==> config.mk <==
export PLATFORM = sky130hd
export DESIGN_NAME = multicycle_control_flat
export DESIGN_NICKNAME = d
export VERILOG_FILES = /design/src/rtl/multicycle_control_pkg.sv /design/src/rtl/multicycle_control_if.sv /design/src/rtl/multicycle_control_alu_funct_decode.sv /design/src/rtl/multicycle_control.sv /design/src/flat_wrapper.sv
export SDC_FILE = /design/constraint.sdc
export NUM_CORES = 1
export LEC_CHECK = 0
export CAP_MARGIN = 20
export CELL_PAD_IN_SITES_DETAIL_PLACEMENT = 0
export CELL_PAD_IN_SITES_GLOBAL_PLACEMENT = 2
export CORE_MARGIN = 2
export CORE_UTILIZATION = 27
export CTS_CLUSTER_SIZE = 25
export DETAILED_ROUTE_END_ITERATION = 8
export GPL_TIMING_DRIVEN = 0
export HOLD_SLACK_MARGIN = 0.05
export PLACE_DENSITY = 0.82
export SLEW_MARGIN = 20
export SYNTH_ARGS = -nofsm -noshare
export SYNTH_HDL_FRONTEND = slang
export SYNTH_HIERARCHICAL = 1
export SYNTH_SLANG_ARGS = --single-unit
==> constraint.sdc <==
create_clock -name clk -period 1.9 [get_ports clk]
set_clock_uncertainty 0.2 [all_clocks]
set_input_delay 0.38 -clock clk [delete_from_list [all_inputs] [get_ports clk]]
set_output_delay 0.38 -clock clk [all_outputs]
set_load 0.1 [all_outputs]
==> src/rtl/multicycle_control_pkg.sv <==
// Shared types and encodings for the multicycle MIPS control unit: FSM states,
// opcode/funct values, ALU/operand/PC-source encodings and the per-state
// datapath control word.
package mips_ctrl_pkg;

  typedef enum logic [3:0] {
    StFetch,
    StDecode,
    StMemAdr,
    StMemRd,
    StMemWb,
    StMemWr,
    StExec,
    StAluWb,
    StBranch,
    StAddiEx,
    StAddiWb,
    StJump
  } state_e;

  // Opcodes, instruction bits [31:26]
  localparam logic [5:0] OpRtype = 6'b000000;
  localparam logic [5:0] OpJ     = 6'b000010;
  localparam logic [5:0] OpBeq   = 6'b000100;
  localparam logic [5:0] OpBne   = 6'b000101;
  localparam logic [5:0] OpAddi  = 6'b001000;
  localparam logic [5:0] OpLw    = 6'b100011;
  localparam logic [5:0] OpSw    = 6'b101011;

  // R-type funct field, instruction bits [5:0]
  localparam logic [5:0] FnAdd = 6'b100000;
  localparam logic [5:0] FnSub = 6'b100010;
  localparam logic [5:0] FnAnd = 6'b100100;
  localparam logic [5:0] FnOr  = 6'b100101;
  localparam logic [5:0] FnSlt = 6'b101010;

  // alu_control encodings
  localparam logic [2:0] AluAnd = 3'b000;
  localparam logic [2:0] AluOr  = 3'b001;
  localparam logic [2:0] AluAdd = 3'b010;
  localparam logic [2:0] AluSub = 3'b110;
  localparam logic [2:0] AluSlt = 3'b111;

  // ALU B operand select
  localparam logic [1:0] SrcbReg    = 2'b00;
  localparam logic [1:0] SrcbFour   = 2'b01;
  localparam logic [1:0] SrcbImm    = 2'b10;
  localparam logic [1:0] SrcbImmSh2 = 2'b11;

  // PC source select
  localparam logic [1:0] PcsrcAlu    = 2'b00;
  localparam logic [1:0] PcsrcAluOut = 2'b01;
  localparam logic [1:0] PcsrcJump   = 2'b10;

  // How alu_control is chosen: fixed add, fixed sub, or decoded from funct
  typedef enum logic [1:0] {
    AluModeAdd,
    AluModeSub,
    AluModeFunct
  } alu_mode_e;

  // Moore part of the control word; fetch/branch/jump mark states whose
  // irwrite/pc_en also depend on mem_ready or zero.
  typedef struct packed {
    logic      mem_req;
    logic      iord;
    logic      alusrca;
    logic      regdst;
    logic      memtoreg;
    logic      regwrite;
    logic      memwrite;
    logic [1:0] alusrcb;
    logic [1:0] pcsrc;
    alu_mode_e alu_mode;
    logic      fetch;
    logic      branch;
    logic      jump;
  } ctrl_t;

  function automatic ctrl_t state_ctrl(input state_e st);
    ctrl_t c;
    c = '0;
    c.alu_mode = AluModeAdd;
    case (st)
      StFetch: begin
        c.mem_req = 1'b1;
        c.alusrcb = SrcbFour;
        c.pcsrc   = PcsrcAlu;
        c.fetch   = 1'b1;
      end
      StDecode: c.alusrcb = SrcbImmSh2;
      StMemAdr: begin
        c.alusrca = 1'b1;
        c.alusrcb = SrcbImm;
      end
      StMemRd: begin
        c.mem_req = 1'b1;
        c.iord    = 1'b1;
      end
      StMemWb: begin
        c.regwrite = 1'b1;
        c.memtoreg = 1'b1;
      end
      StMemWr: begin
        c.mem_req  = 1'b1;
        c.iord     = 1'b1;
        c.memwrite = 1'b1;
      end
      StExec: begin
        c.alusrca  = 1'b1;
        c.alusrcb  = SrcbReg;
        c.alu_mode = AluModeFunct;
      end
      StAluWb: begin
        c.regwrite = 1'b1;
        c.regdst   = 1'b1;
      end
      StBranch: begin
        c.alusrca  = 1'b1;
        c.alusrcb  = SrcbReg;
        c.pcsrc    = PcsrcAluOut;
        c.alu_mode = AluModeSub;
        c.branch   = 1'b1;
      end
      StAddiEx: begin
        c.alusrca = 1'b1;
        c.alusrcb = SrcbImm;
      end
      StAddiWb: c.regwrite = 1'b1;
      StJump: begin
        c.pcsrc = PcsrcJump;
        c.jump  = 1'b1;
      end
      default: ;
    endcase
    return c;
  endfunction

endpackage

==> src/rtl/multicycle_control_if.sv <==
// Control-unit bus: instruction fields and status in, datapath controls out.
// master drives the instruction/status side, slave is the control unit.
interface multicycle_control_if #(
  parameter int unsigned CNT_W    = 16,
  parameter int unsigned ALUCTL_W = 3
);
  logic [5:0]          opcode;
  logic [5:0]          funct;
  logic                zero;
  logic                mem_ready;
  logic                mem_req;
  logic                iord;
  logic                irwrite;
  logic                alusrca;
  logic                regdst;
  logic                memtoreg;
  logic                regwrite;
  logic                memwrite;
  logic [1:0]          alusrcb;
  logic [1:0]          pcsrc;
  logic                pc_en;
  logic [ALUCTL_W-1:0] alu_control;
  logic                illegal;
  logic [CNT_W-1:0]    retired;

  modport master (
    output opcode, funct, zero, mem_ready,
    input  mem_req, iord, irwrite, alusrca, regdst, memtoreg, regwrite, memwrite,
    input  alusrcb, pcsrc, pc_en, alu_control, illegal, retired
  );

  modport slave (
    input  opcode, funct, zero, mem_ready,
    output mem_req, iord, irwrite, alusrca, regdst, memtoreg, regwrite, memwrite,
    output alusrcb, pcsrc, pc_en, alu_control, illegal, retired
  );
endinterface

==> src/rtl/multicycle_control_alu_funct_decode.sv <==
// ALU operation decode: maps the state-selected ALU mode and the funct field
// to alu_control, flagging funct values with no defined operation.
module alu_funct_decode
  import mips_ctrl_pkg::*;
#(
  parameter int unsigned ALUCTL_W = 3
) (
  input  alu_mode_e           mode,
  input  logic [5:0]          funct,
  output logic [ALUCTL_W-1:0] alu_control,
  output logic                funct_illegal
);

  logic [2:0] code;

  // Select the ALU operation; unknown funct falls back to add
  always_comb begin
    code          = AluAdd;
    funct_illegal = 1'b0;
    case (mode)
      AluModeSub: code = AluSub;
      AluModeFunct: begin
        case (funct)
          FnAdd:   code = AluAdd;
          FnSub:   code = AluSub;
          FnAnd:   code = AluAnd;
          FnOr:    code = AluOr;
          FnSlt:   code = AluSlt;
          default: funct_illegal = 1'b1;
        endcase
      end
      default: ;
    endcase
  end

  assign alu_control = ALUCTL_W'(code);

endmodule

==> src/rtl/multicycle_control.sv <==
// Multicycle MIPS control unit. Moore controls are registered alongside the
// state (ctrl_q always equals state_ctrl(state_q)); irwrite/pc_en add the
// same-cycle mem_ready/zero terms. Build option MULTICYCLE_BNE_EN adds bne.
module multicycle_control
  import mips_ctrl_pkg::*;
#(
  parameter int unsigned CNT_W    = 16,
  parameter int unsigned ALUCTL_W = 3
) (
  input logic                clk,
  input logic                reset_n,
  multicycle_control_if.slave bus
);

  state_e              state_q, state_d;
  ctrl_t               ctrl_q;
  logic                illegal_q, illegal_d;
  logic [CNT_W-1:0]    retired_q;
  logic                retire;
  logic                funct_illegal;
  logic                branch_take;
  logic [ALUCTL_W-1:0] alu_control;

  alu_funct_decode #(
    .ALUCTL_W(ALUCTL_W)
  ) u_alu_funct_decode (
    .mode         (ctrl_q.alu_mode),
    .funct        (bus.funct),
    .alu_control  (alu_control),
    .funct_illegal(funct_illegal)
  );

  // Next state, sticky illegal update and instruction-retire strobe
  always_comb begin
    state_d   = state_q;
    illegal_d = illegal_q;
    retire    = 1'b0;
    case (state_q)
      StFetch: if (bus.mem_ready) state_d = StDecode;
      StDecode: begin
        case (bus.opcode)
          OpLw, OpSw: state_d = StMemAdr;
          OpRtype:    state_d = StExec;
          OpBeq:      state_d = StBranch;
`ifdef MULTICYCLE_BNE_EN
          OpBne:      state_d = StBranch;
`endif
          OpAddi:     state_d = StAddiEx;
          OpJ:        state_d = StJump;
          default: begin
            state_d   = StFetch;
            illegal_d = 1'b1;
          end
        endcase
      end
      StMemAdr: state_d = (bus.opcode == OpSw) ? StMemWr : StMemRd;
      StMemRd:  if (bus.mem_ready) state_d = StMemWb;
      StMemWr: begin
        if (bus.mem_ready) begin
          state_d = StFetch;
          retire  = 1'b1;
        end
      end
      StExec: begin
        state_d = StAluWb;
        if (funct_illegal) illegal_d = 1'b1;
      end
      StAddiEx: state_d = StAddiWb;
      StMemWb, StAluWb, StAddiWb, StBranch, StJump: begin
        state_d = StFetch;
        retire  = 1'b1;
      end
      default: state_d = StFetch;
    endcase
  end

  // Branch condition; opcode is held in the instruction register through BRANCH
  always_comb begin
`ifdef MULTICYCLE_BNE_EN
    branch_take = (bus.opcode == OpBne) ? ~bus.zero : bus.zero;
`else
    branch_take = bus.zero;
`endif
  end

  // FSM state, registered control word, sticky flag and retire counter
  always_ff @(posedge clk or negedge reset_n) begin
    if (!reset_n) begin
      state_q   <= StFetch;
      ctrl_q    <= state_ctrl(StFetch);
      illegal_q <= 1'b0;
      retired_q <= '0;
    end else begin
      state_q   <= state_d;
      ctrl_q    <= state_ctrl(state_d);
      illegal_q <= illegal_d;
      if (retire) retired_q <= retired_q + CNT_W'(1);
    end
  end

  assign bus.mem_req     = ctrl_q.mem_req;
  assign bus.iord        = ctrl_q.iord;
  assign bus.alusrca     = ctrl_q.alusrca;
  assign bus.regdst      = ctrl_q.regdst;
  assign bus.memtoreg    = ctrl_q.memtoreg;
  assign bus.regwrite    = ctrl_q.regwrite;
  assign bus.memwrite    = ctrl_q.memwrite;
  assign bus.alusrcb     = ctrl_q.alusrcb;
  assign bus.pcsrc       = ctrl_q.pcsrc;
  assign bus.irwrite     = ctrl_q.fetch & bus.mem_ready;
  assign bus.pc_en       = (ctrl_q.fetch & bus.mem_ready) | ctrl_q.jump |
                           (ctrl_q.branch & branch_take);
  assign bus.alu_control = alu_control;
  assign bus.illegal     = illegal_q;
  assign bus.retired     = retired_q;

endmodule

==> src/flat_wrapper.sv <==
// flat-port wrapper written by rule: the top's interface ports become plain ports
module multicycle_control_flat import mips_ctrl_pkg::*;
#(
  parameter int unsigned CNT_W    = 16,
  parameter int unsigned ALUCTL_W = 3
)
  (clk, reset_n, bus_opcode, bus_funct, bus_zero, bus_mem_ready, bus_mem_req, bus_iord, bus_irwrite, bus_alusrca, bus_regdst, bus_memtoreg, bus_regwrite, bus_memwrite, bus_alusrcb, bus_pcsrc, bus_pc_en, bus_alu_control, bus_illegal, bus_retired);
  multicycle_control_if #(.CNT_W(CNT_W), .ALUCTL_W(ALUCTL_W)) bus_i ();
  input logic clk;
  input logic reset_n;
  input wire logic [$bits(bus_i.opcode)-1:0] bus_opcode;
  input wire logic [$bits(bus_i.funct)-1:0] bus_funct;
  input wire logic [$bits(bus_i.zero)-1:0] bus_zero;
  input wire logic [$bits(bus_i.mem_ready)-1:0] bus_mem_ready;
  output wire logic [$bits(bus_i.mem_req)-1:0] bus_mem_req;
  output wire logic [$bits(bus_i.iord)-1:0] bus_iord;
  output wire logic [$bits(bus_i.irwrite)-1:0] bus_irwrite;
  output wire logic [$bits(bus_i.alusrca)-1:0] bus_alusrca;
  output wire logic [$bits(bus_i.regdst)-1:0] bus_regdst;
  output wire logic [$bits(bus_i.memtoreg)-1:0] bus_memtoreg;
  output wire logic [$bits(bus_i.regwrite)-1:0] bus_regwrite;
  output wire logic [$bits(bus_i.memwrite)-1:0] bus_memwrite;
  output wire logic [$bits(bus_i.alusrcb)-1:0] bus_alusrcb;
  output wire logic [$bits(bus_i.pcsrc)-1:0] bus_pcsrc;
  output wire logic [$bits(bus_i.pc_en)-1:0] bus_pc_en;
  output wire logic [$bits(bus_i.alu_control)-1:0] bus_alu_control;
  output wire logic [$bits(bus_i.illegal)-1:0] bus_illegal;
  output wire logic [$bits(bus_i.retired)-1:0] bus_retired;
  assign bus_i.opcode = bus_opcode;
  assign bus_i.funct = bus_funct;
  assign bus_i.zero = bus_zero;
  assign bus_i.mem_ready = bus_mem_ready;
  assign bus_mem_req = bus_i.mem_req;
  assign bus_iord = bus_i.iord;
  assign bus_irwrite = bus_i.irwrite;
  assign bus_alusrca = bus_i.alusrca;
  assign bus_regdst = bus_i.regdst;
  assign bus_memtoreg = bus_i.memtoreg;
  assign bus_regwrite = bus_i.regwrite;
  assign bus_memwrite = bus_i.memwrite;
  assign bus_alusrcb = bus_i.alusrcb;
  assign bus_pcsrc = bus_i.pcsrc;
  assign bus_pc_en = bus_i.pc_en;
  assign bus_alu_control = bus_i.alu_control;
  assign bus_illegal = bus_i.illegal;
  assign bus_retired = bus_i.retired;
  multicycle_control #(.CNT_W(CNT_W), .ALUCTL_W(ALUCTL_W)) u_core (.clk(clk), .reset_n(reset_n), .bus(bus_i));
endmodule
After elaboration in Yosys (flattened, before gate mapping). Cells that the tools add are included.

Bits in registers: 37. Bits of input ports: 16. Word-level logic and storage cells: 99.

Add/sub/neg operators: 1. Equality and inequality tests: 36. Muxes and demuxes: 28. Bitwise logic cells: 4. Reduce and logical (&&, ||, !) cells: 14.

Operators with widths (count): 6-bit equality test, second input constant (7); 4-bit by 3-bit equality test with 1-bit output, second input constant (8); 4-bit equality test, second input constant (8); 4-bit one-hot mux with 7 select lines (1); 4-bit one-hot mux with 5 select lines (1); 16-bit by 1-bit adder with 16-bit output, second input constant (1); 4-bit by 2-bit equality test with 1-bit output, second input constant (4); 1-bit 2-to-1 mux (15); 4-bit 2-to-1 mux (3); 3-bit one-hot mux with 4 select lines (1); 5-bit OR reduction (2); 4-bit by 1-bit equality test with 1-bit output, second input constant (2); 4-bit zero test (2); 2-bit one-hot mux with 2 select lines (2); 6-bit by 2-bit equality test with 1-bit output, second input constant (1); 6-bit by 3-bit equality test with 1-bit output, second input constant (1); 6-bit by 4-bit equality test with 1-bit output, second input constant (1); 6-bit zero test (1); 2-bit one-hot mux with 3 select lines (1); 3-bit one-hot mux with 2 select lines (1); 2-bit OR reduction (3); 3-bit OR reduction (2); 6-bit OR reduction (1); 1-bit one-hot mux with 2 select lines (2); 10 further kinds (12).

Logic depth before layout (Yosys ltp).
Depth in word-level cells: 7. Mapped depth: 8.

By module. Netlist, hierarchy kept.

By module, submodules not included: multicycle_control (instances 1, cells an instance 165, area each 1793.0 µm²); alu_funct_decode (instances 1, cells an instance 20, area each 148.9 µm²).

Worst setup path before layout. Ideal clock, no wire load.

Path kind: register -> output. Start: register u_core/ctrl_q[1] (netlist name). End: output port bus_alu_control[1]. Arrival: 2336 ps. Setup slack: -1016 ps. Cell stages (with the launch flop): 5. Buffers on the path: 0. Cells stage by stage: dfrtp_1 > inv_1 > ha_1 > nor2_1 > a41oi_1.

RTL lines: end: declaration (line flat_wrapper.sv:26) `output wire logic [$bits(bus_i.alu_control)-1:0] bus_alu_control;`.

==> impl_metrics.py <==
metrics = {
    "outcome": {
        "status": "complete, but fails checks",
        "violations": "negative setup slack",
    },
    "die": {
        "core_area_um2": 6870,
        "num_rows": 30,
        "die_w_um": 88.8,
        "ioPinCount": 49,
        "die_area_um2": 7890,
        "initial_core_util": 0.283,
        "die_h_um": 88.8,
    },
    "sta": {
        "hold_viol_final": 0,
        "hold_ws_ns": 0.270,
        "setup_violations": 3,
        "final.period_utilization": 1.10,
        "slew_headroom": 0.631,
        "period_minus_slack_ns": 2.10,
        "rsz0062_at_grt": "true",
        "fin_ws_ns": -0.198,
        "setup-tns-final_ns": -0.360,
        "clock.fmax_mhz": 477,
        "slew_violations": 0,
        "worst_pin_slew_ns": 0.556,
    },
    "final_layout": {
        "fin_cells": 356,
        "finalInstanceArea_um2": 3100,
        "layout.nets": 278,
        "layout_common_cells": "24 x clkdlybuf4s15_2, 23 x buf_4, 18 x dfrtp_1, 11 x nor2_1, 10 x xnor2_1",
        "drive_gt1_frac": 0.538,
        "fin_util": 0.452,
        "layout_commonest_cell": "clkdlybuf4s15_2",
        "diodes": 0,
        "area_growth_pct": 59.7,
    },
    "placement": {
        "dp_cells": 328,
        "gp_congestion": 0.744,
        "port_buffers": 46,
        "dpl.hpwl_um": 3130,
        "place_area_um2": 2620,
    },
    "setup_path": {
        "critPathMaxFanout": 4,
        "slowest_stage": "dfrtp_1",
        "crit_chain": "inv_2 > ha_4 > nor2b_2 > a32o_2 > buf_12",
        "r2r_slack_ns": 0.06,
        "rr_worst_depth": 6,
        "worstPathArrival_ns": 1.52,
        "worstReg2RegEnd": "u_core/bus.retired[8]$_DFFE_PN0P_",
        "criticalPathCategory": "flip-flop to primary output",
        "worst-endpoint-required_ns": 1.32,
        "endpoint_kind": "primary output",
        "cp_num_buf_inv": 2,
        "crit_path_start_kind": "flip-flop",
        "slowest_delay_ns": 0.40,
        "rr_startpoint": "u_core/state_q[2]$_DFF_PN0_",
        "crit_family": "flip-flops",
    },
    "power_and_ir_drop": {
        "ir_worst_vdd_v": 0.000986,
        "p_leak_uw": 0.00136,
        "power_density_nw_per_um2": 1160,
    },
    "logic_synthesis": {
        "syn_area_per_cell_um2": 10.5,
        "yosysWarnings": 6,
        "ys_types": 55,
        "synth_top_flop_cell": "dfrtp_1",
        "synth.yosys.seq_area_share": 0.453,
        "synth-seq-cells": 35,
        "ys_async_sr_fraction": 1.00,
        "synth-edff-count": 0,
        "netlist_instances": 185,
        "syn_nets": 204,
        "synth_area_um2": 1940,
    },
    "route": {
        "wl_um": 4440,
        "drc_errors": 0,
        "vias_per_cell": 4.53,
        "vias": 1611,
        "antenna_left": 0,
        "wl_per_cell_um": 12.5,
        "drt-initial-drc-count": 76,
        "dr.pass1.iters": 4,
    },
    "grt": {
        "grt_pass1_wl_um": 7240,
        "antenna_found_initial": 0,
        "overflow": 0,
        "grt_use_total": 0.117,
        "grt_pass1_vias": 1605,
        "grt_max_degree": 26,
    },
    "clock_network": {
        "cts.path.max_buffers": 2,
        "cts_buffers": 5,
        "cts_tree": "built",
        "cts-htree-levels": 2,
        "cts_num_sinks": 35,
        "ctsRootBufferMaster": "clkbuf_8",
        "clock_latency_ns": 0.27,
        "clkTransAtPathRegs_ns": 0.07,
    },
    "run": {
        "cap_violations": 0,
    },
    "hold_path": {
        "min_from": "u_core/bus.retired[15]$_DFFE_PN0P_",
        "hold_path_class": "flip-flop to flip-flop",
        "holdPathEnd": "u_core/bus.retired[15]$_DFFE_PN0P_",
        "whs_path_depth": 1,
    },
}
## sequential cells by signal (all words and copies together) (netlist names), 2 cells and up
signal and flops:
u_core/ctrl_q 4, u_core/state_q 4, u_core/bus.alusrcb 2, u_core/bus.retired 16
## worst register-to-register path, cell delays in order (launching register included)
cell	delay [ns]
dfrtp_2	0.45
buf_6	0.15
and2b_2	0.22
a21oi_4	0.26
nand4bb_4	0.24
nor2_1	0.07
xor2_1	0.14
## timing repair
| item | 4_1_cts | 5_1_grt |
|---|---|---|
| hold buffers | 1 | 0 |
| pin swaps | 10 | 18 |
| cloned | 0 | 1 |
| endpoints found under the setup margin | 45 | 30 |
| endpoints found under the hold margin | 10 | 0 |
| buffers inserted | 9 | 10 |
| resized for setup | 153 | 37 |
## final cells by class
type / instances / area [µm²]
fillers: 665 / 3770
multi-input cells: 127 / 1130
flip-flops and latches: 35 / 915
repair buffers: 68 / 701
well taps: 96 / 120
clock buffers: 8 / 100
plain buffers: 10 / 75.1
inverters: 12 / 57.6
## metal layers
metal / vias to the layer above / wire length (µm) / track usage
met5: - / 0 / 0
met4: 0 / 48 / 0.0358
met3: 6 / 261 / 0.0308
met2: 45 / 1990 / 0.185
met1: 768 / 2150 / 0.157
li1: 792 / - / -
## worst max-delay path by stage
stage,startpoint,end,slack [ns],cells after the start
final,u_core/ctrl_q[1]$_DFF_PN0_,bus_alu_control[2],-0.20,5
after CTS,u_core/ctrl_q[1]$_DFF_PN0_,bus_alu_control[2],-0.20,5
after detailed placement,bus_funct[5],bus_alu_control[2],-1.24,4
after global placement,bus_funct[5],bus_alu_control[2],-1.25,4
after global routing,u_core/ctrl_q[1]$_DFF_PN0_,bus_alu_control[2],-0.26,5
after floorplan,u_core/ctrl_q[1]$_DFF_PN0_,bus_alu_control[1],-0.08,4
## report_power, final
group / total, µW / switching, µW / leakage, µW / internal, µW
clock: 581 / 250 / 0.0000515 / 331
combinational: 2010 / 1380 / 0.000876 / 635
sequential: 1010 / 98.2 / 0.000434 / 914
total: 3610 / 1730 / 0.00136 / 1880
## through the flow
stage | setup WS (ns) | total power (µW)
2_1_floorplan | -0.0793 | 2430
5_1_grt | -0.257 | 3790
6_report | -0.198 | 3610
3_3_place_gp | -1.25 | 2830
3_5_place_dp | -1.24 | 2820
4_1_cts | -0.203 | 3460
## cell usage after synthesis (2+ instances only)
| cell | count | area share |
|---|---|---|
| a21oi_1 | 2 | 0.0052 |
| a21oi_2 | 3 | 0.014 |
| and3_1 | 4 | 0.013 |
| and4bb_1 | 3 | 0.019 |
| buf_4 | 6 | 0.023 |
| buf_6 | 2 | 0.012 |
| dfrtp_1 | 32 | 0.41 |
| dfstp_2 | 3 | 0.041 |
| ha_1 | 3 | 0.019 |
| inv_1 | 10 | 0.019 |
| nand2_1 | 13 | 0.025 |
| nand2b_1 | 5 | 0.016 |
| nand3_1 | 10 | 0.026 |
| nand4_1 | 5 | 0.016 |
| nor2_1 | 14 | 0.027 |
| nor2b_1 | 6 | 0.019 |
| nor3_1 | 4 | 0.010 |
| nor3b_1 | 2 | 0.0077 |
| nor3b_2 | 2 | 0.013 |
| o211a_1 | 2 | 0.010 |
| o211ai_1 | 2 | 0.0077 |
| o21ai_0 | 4 | 0.010 |
| xnor2_1 | 11 | 0.050 |
| xor2_1 | 6 | 0.027 |
## cell families after synthesis
group / count (synthesis) / synth area share
flops: 35 / 0.453
simple gates: 80 / 0.269
fa+ha+maj: 3 / 0.0193
buf+inv: 23 / 0.0715
xor+xnor: 17 / 0.0767
mux: 2 / 0.0110
compound gates: 25 / 0.0999
(Power assumes the default switching activity.)
==> variant 1, RTL diff (config.mk and constraints unchanged) <==
The option `MULTICYCLE_BNE_EN` is turned on by a define.
--- a/src/rtl/multicycle_control.sv
+++ b/src/rtl/multicycle_control.sv
@@ -3,2 +3,4 @@
 // same-cycle mem_ready/zero terms. Build option MULTICYCLE_BNE_EN adds bne.
+`define MULTICYCLE_BNE_EN
+
 module multicycle_control
Behaviour: not the same (Yosys sat finds a counterexample within 4 cycles, from zero or initial values and one cycle with reset_n low).
==> variant 1 against the original RTL <==
The run still ends with negative setup slack left; final area up 5.1%; wire length up 12%; sequential cell count unchanged; global-route usage increased by 0.77 points; area after synthesis fell by 1.3%; clock power increased by 12%; critical path type is now input pin to primary output; cell count is 1.7% higher; power rose by 17%; setup slack got worse by 0.19 ns; hold slack lost 0.0021 ns; utilization rose by 2.6 points.
==> variant 1: results (changes against the original RTL) <==
outcome:
  status: "finished with violations"
  violations: "negative setup slack"
global_route:
  use_met1_pct: 17.5  # +1.8 points
  grt_use_met2_pct: 19.6  # +1.1 points
  track_usage_pct: 12.5  # +0.77 points
route:
  wl_met3_um: 112  # -57%
  vias_per_cell: 4.60  # +1.6%
  wl_met1_um: 2300  # +7.1%
  totalWireLength_um: 4960  # +12%
  drtIter0Drc: 101  # +33%
  met2_length_um: 2480  # +25%
layout:
  finish.net_count: 284  # +2.2%
  area_growth_pct: 70.1
logic_synthesis:
  synth_fa_ha_area_share_pct: 1.96  # +0.025 points
  synthCells: 181  # -2.2%
  synth_mux_area_share_pct: 1.11  # +0.014 points
  synthXorXnorAreaFrac_pct: 7.77  # +0.10 points
  ys_seq_area_share_pct: 45.9  # +0.59 points
  synth_commonest_cells: "dfrtp_1 (32), nand2_1 (17), nor2_1 (12)"
place:
  dp_hpwl_um: 3210  # +2.6%
  pre_cts_ws_ns: -1.74  # -0.503 ns
  place_inst: 326  # -0.61%
  io_buffers: 48  # +4.3%
power_and_ir_drop:
  irDropWorstVdd_mv: 0.848  # -14%
timing:
  slew_headroom_pct: 61.7  # -1.4 points
  worst_slack_ns: -0.384  # -0.186 ns
  finalSetupViolations: 23  # +20
clock_tree:
  cts_resized: 193  # +26%
setup_path:
  ff2ff_setup_slack_ns: -0.20  # -0.26 ns
  crit_arrival_ns: 1.70  # +0.18 ns
worst_hold_path:
  hold-path-cell-count: 3  # +2
  hp-start: "bus_opcode[5]"
-- variant 1: cell count changes after synthesis, moves of 3 or more --
cell      change
nor2b_1       -4
nand4_1       -3
nand3_1       -6
o21ai_0       -3
nand2_1       +4
nor3_1        +4
nand3b_1      +3
a21oi_1       +3
-- variant 1: tightest hold or removal path: cells and delay by family --
family | cells | cell delay (ns)
buffers and inverters | 1 | 0.13
AND/OR/NAND/NOR | 2 | 0.19
-- variant 1: power breakdown --
| part | total (W) | internal, W | switching (W) |
|---|---|---|---|
| sequential | 0.00102 | 0.000920 | 0.0000973 |
| combinational | 0.00256 | 0.000978 | 0.00158 |
| clock | 0.000651 | 0.000393 | 0.000258 |
| total | 0.00423 | 0.00229 | 0.00194 |
-- variant 1: final cells by class --
type,count,share of cell area (%)
inverters,12,1.53
clock inverters,1,0.921
clock buffers,7,2.34
multi-input cells,125,37.7
plain buffers,9,2.76
repair buffers,77,23.4
well taps,96,3.68
flip-flops and latches,35,27.6
==> variant 2, RTL diff (same settings) <==
Made on the original files. Re-encode `state_e` (12 states) as one-hot, 12 bits wide.
--- a/src/rtl/multicycle_control_pkg.sv
+++ b/src/rtl/multicycle_control_pkg.sv
@@ -5,15 +5,15 @@
 
-  typedef enum logic [3:0] {
-    StFetch,
-    StDecode,
-    StMemAdr,
-    StMemRd,
-    StMemWb,
-    StMemWr,
-    StExec,
-    StAluWb,
-    StBranch,
-    StAddiEx,
-    StAddiWb,
-    StJump
+  typedef enum logic [11:0] {
+    StFetch  = 12'b000000000001,
+    StDecode = 12'b000000000010,
+    StMemAdr = 12'b000000000100,
+    StMemRd  = 12'b000000001000,
+    StMemWb  = 12'b000000010000,
+    StMemWr  = 12'b000000100000,
+    StExec   = 12'b000001000000,
+    StAluWb  = 12'b000010000000,
+    StBranch = 12'b000100000000,
+    StAddiEx = 12'b001000000000,
+    StAddiWb = 12'b010000000000,
+    StJump   = 12'b100000000000
   } state_e;
Function: no difference found for any inputs over 10 cycles, from zero or initial values and one cycle with reset_n low; not proved beyond that.
==> variant 2 against the original RTL <==
The flow still finishes with violations (negative setup slack); setup slack worse by 0.0078 ns; die area grew 16%; final area increased by 14%; wire length rose by 24%; critical path depth stayed put; sequential share of layout area up 2.0 points; combinational power down 48%; power down 26%; sequential cell count is 8 higher; area after synthesis is 17% higher; critical path type unchanged.
==> variant 2: results (changes against the original RTL) <==
outcome:
  status: "finished with violations"
  violations: "negative setup slack"
logic_synthesis:
  synth_compound_gate_area_share_pct: 7.79  # -2.2 points
  synthXorXnorAreaFrac_pct: 8.12  # +0.45 points
  synth_mux_area_share_pct: 0.939  # -0.16 points
  synth_fa_ha_area_share_pct: 2.10  # +0.17 points
  synth_nets: 237  # +16%
  ys_seq_area_share_pct: 47.7  # +2.4 points
  ys_top_cells_by_area: "dfrtp_1 (43%), xor2_1 (5.4%), dfstp_2 (4.6%), nor4_2 (3.3%), xnor2_1 (2.7%)"
  synth_commonest_cells: "dfrtp_1 (39), nor2_1 (16), nand2_1 (14), xor2_1 (14)"
  synth.distinct_cells: 51  # -7.3%
  avgSynthCellArea_sq_um: 10.4  # -0.98%
worst_hold_path:
  hold_end: "u_core/state_q[11]"
  hold-path-cell-count: 2  # +1
  min_path_type: "input pin to flop"
  hp-start: "bus_opcode[1]"
global_route:
  antenna_found_initial: 0  # unchanged
  grt_max_degree: 23  # -12%
  grt_pass1_vias: 1884  # +17%
  track_usage_pct: 13.2  # +1.5 points
  grt_pass1_wl_um: 9340  # +29%
timing:
  fin_tns_setup_ns: -1.36  # -0.995 ns
  finalSetupViolations: 13  # +10
  worstMarginPinSlew_ns: 0.554  # -0.00149 ns
  worst_slack_ns: -0.206  # -0.00782 ns
route:
  totalWireLength_um: 5520  # +24%
  wl_per_cell_um: 13.9  # +12%
  vias_per_cell: 4.71  # +4.2%
  drtIter0Drc: 63  # -17%
setup_path:
  cp-startpoint: "u_core/ctrl_q[3]"
  reg2reg_from: "u_core/state_q[4]"
  r2r_end: "u_core/state_q[6]"
  ff2ff_setup_slack_ns: -0.12  # -0.18 ns
  r2r_cells: 5  # -1
clock_tree:
  path_clk_slew_ns: 0.09  # +0.02 ns
  htreeDepth: 2  # unchanged
  clock_latency_ns: 0.29  # +0.02 ns
power_and_ir_drop:
  p_leak_nw: 1.54  # +13%
  cell_internal_pwr_w: 0.00160  # -15%
  irDropWorstVdd_mv: 0.594  # -40%
place:
  place_congestion: 0.796  # +7.0%
  place_inst: 371  # +13%
  dp_hpwl_um: 3840  # +23%
  io_buffers: 47  # +2.2%
  placed_area_sq_um: 2980  # +14%
layout:
  n_fill_cell: 804  # +21%
  n_antenna_cell: 0  # unchanged
  drive_gt1_share_pct: 51.5  # -2.3 points
  finish.net_count: 309  # +11%
variant 2: cell types whose count changed after synthesis, moves of 5 or more:
cell     before  now
xor2_1        6   14
nor4_2        0    6
dfrtp_1      32   39
o21ai_0       4    9
nor3_1        4   10
variant 2: cells by family (layout without fill, tap and decap cells):
logic type / count (synthesis) / after routing
multiplexers: 2 / 2
flip-flops: 43 / 43
adder cells (fa/ha/maj): 4 / 4
AO/OA/AOI/OAI: 26 / 26
AND/OR/NAND/NOR: 103 / 103
XOR/XNOR: 21 / 21
buffers and inverters: 19 / 92
variant 2: layout make-up:
class	instances	area, sq um	area share, %
Inverter	6	22.5	0.636
Timing Repair Buffer	67	656	18.5
Clock buffer	6	82.6	2.33
Multi-Input combinational cell	156	1430	40.4
Clock inverter	2	16.3	0.460
Buffer	11	86.3	2.44
Tap cell	105	131	3.71
Sequential cell	43	1110	31.5
variant 2: worst max path at each step:
stage / cells after the start / slack [ns] / to
2_1_floorplan: 3 / -0.12 / bus_pc_en
3_3_place_gp: 4 / -1.32 / bus_alu_control[2]
3_5_place_dp: 4 / -1.33 / bus_alu_control[2]
4_1_cts: 5 / -0.22 / bus_alu_control[2]
5_1_grt: 5 / -0.27 / bus_alu_control[2]
6_report: 5 / -0.21 / bus_alu_control[2]
variant 2: stage by stage:
step           utilization (%)  worst slack, ns  hold slack [ns]
2_1_floorplan                -           -0.123           -0.116
3_3_place_gp              36.2            -1.32            0.252
3_5_place_dp              36.5            -1.33            0.208
4_1_cts                   41.2           -0.221            0.282
5_1_grt                   43.3           -0.266            0.249
6_report                  43.3           -0.206            0.246
variant 2: timing repair:
| item | CTS | global route |
|---|---|---|
| hold endpoints to repair | 17 | 0 |
| gates resized for setup | 180 | 54 |
| endpoints found under the setup margin | 62 | 50 |
| cloned | 1 | 0 |
| hold buffers | 1 | 0 |
| buffers inserted | 9 | 9 |
| pin swaps | 21 | 29 |
variant 2: power groups by stage:
stage	combinational, W	sequential (W)	clock [W]
6_report	0.00104	0.00103	0.000615
5_1_grt	0.00111	0.00104	0.000684
4_1_cts	0.000984	0.00103	0.000650
3_5_place_dp	0.000924	0.00105	0
3_3_place_gp	0.000915	0.00105	0
2_1_floorplan	0.000550	0.00119	0
variant 2: metal layers:
layer | global-route usage (%) | part of all wire [%]
met5 | 0 | 0
met4 | 3.93 | 1.3
met3 | 2.85 | 3.4
met2 | 21.7 | 51
met1 | 17.3 | 44
variant 2: worst max-delay path: stages, from the launching register on:
cell and delay, ns:
dfrtp_1 0.40, inv_2 0.06, ha_4 0.28, nor2b_2 0.04
a32o_4 0.28, buf_12 0.16
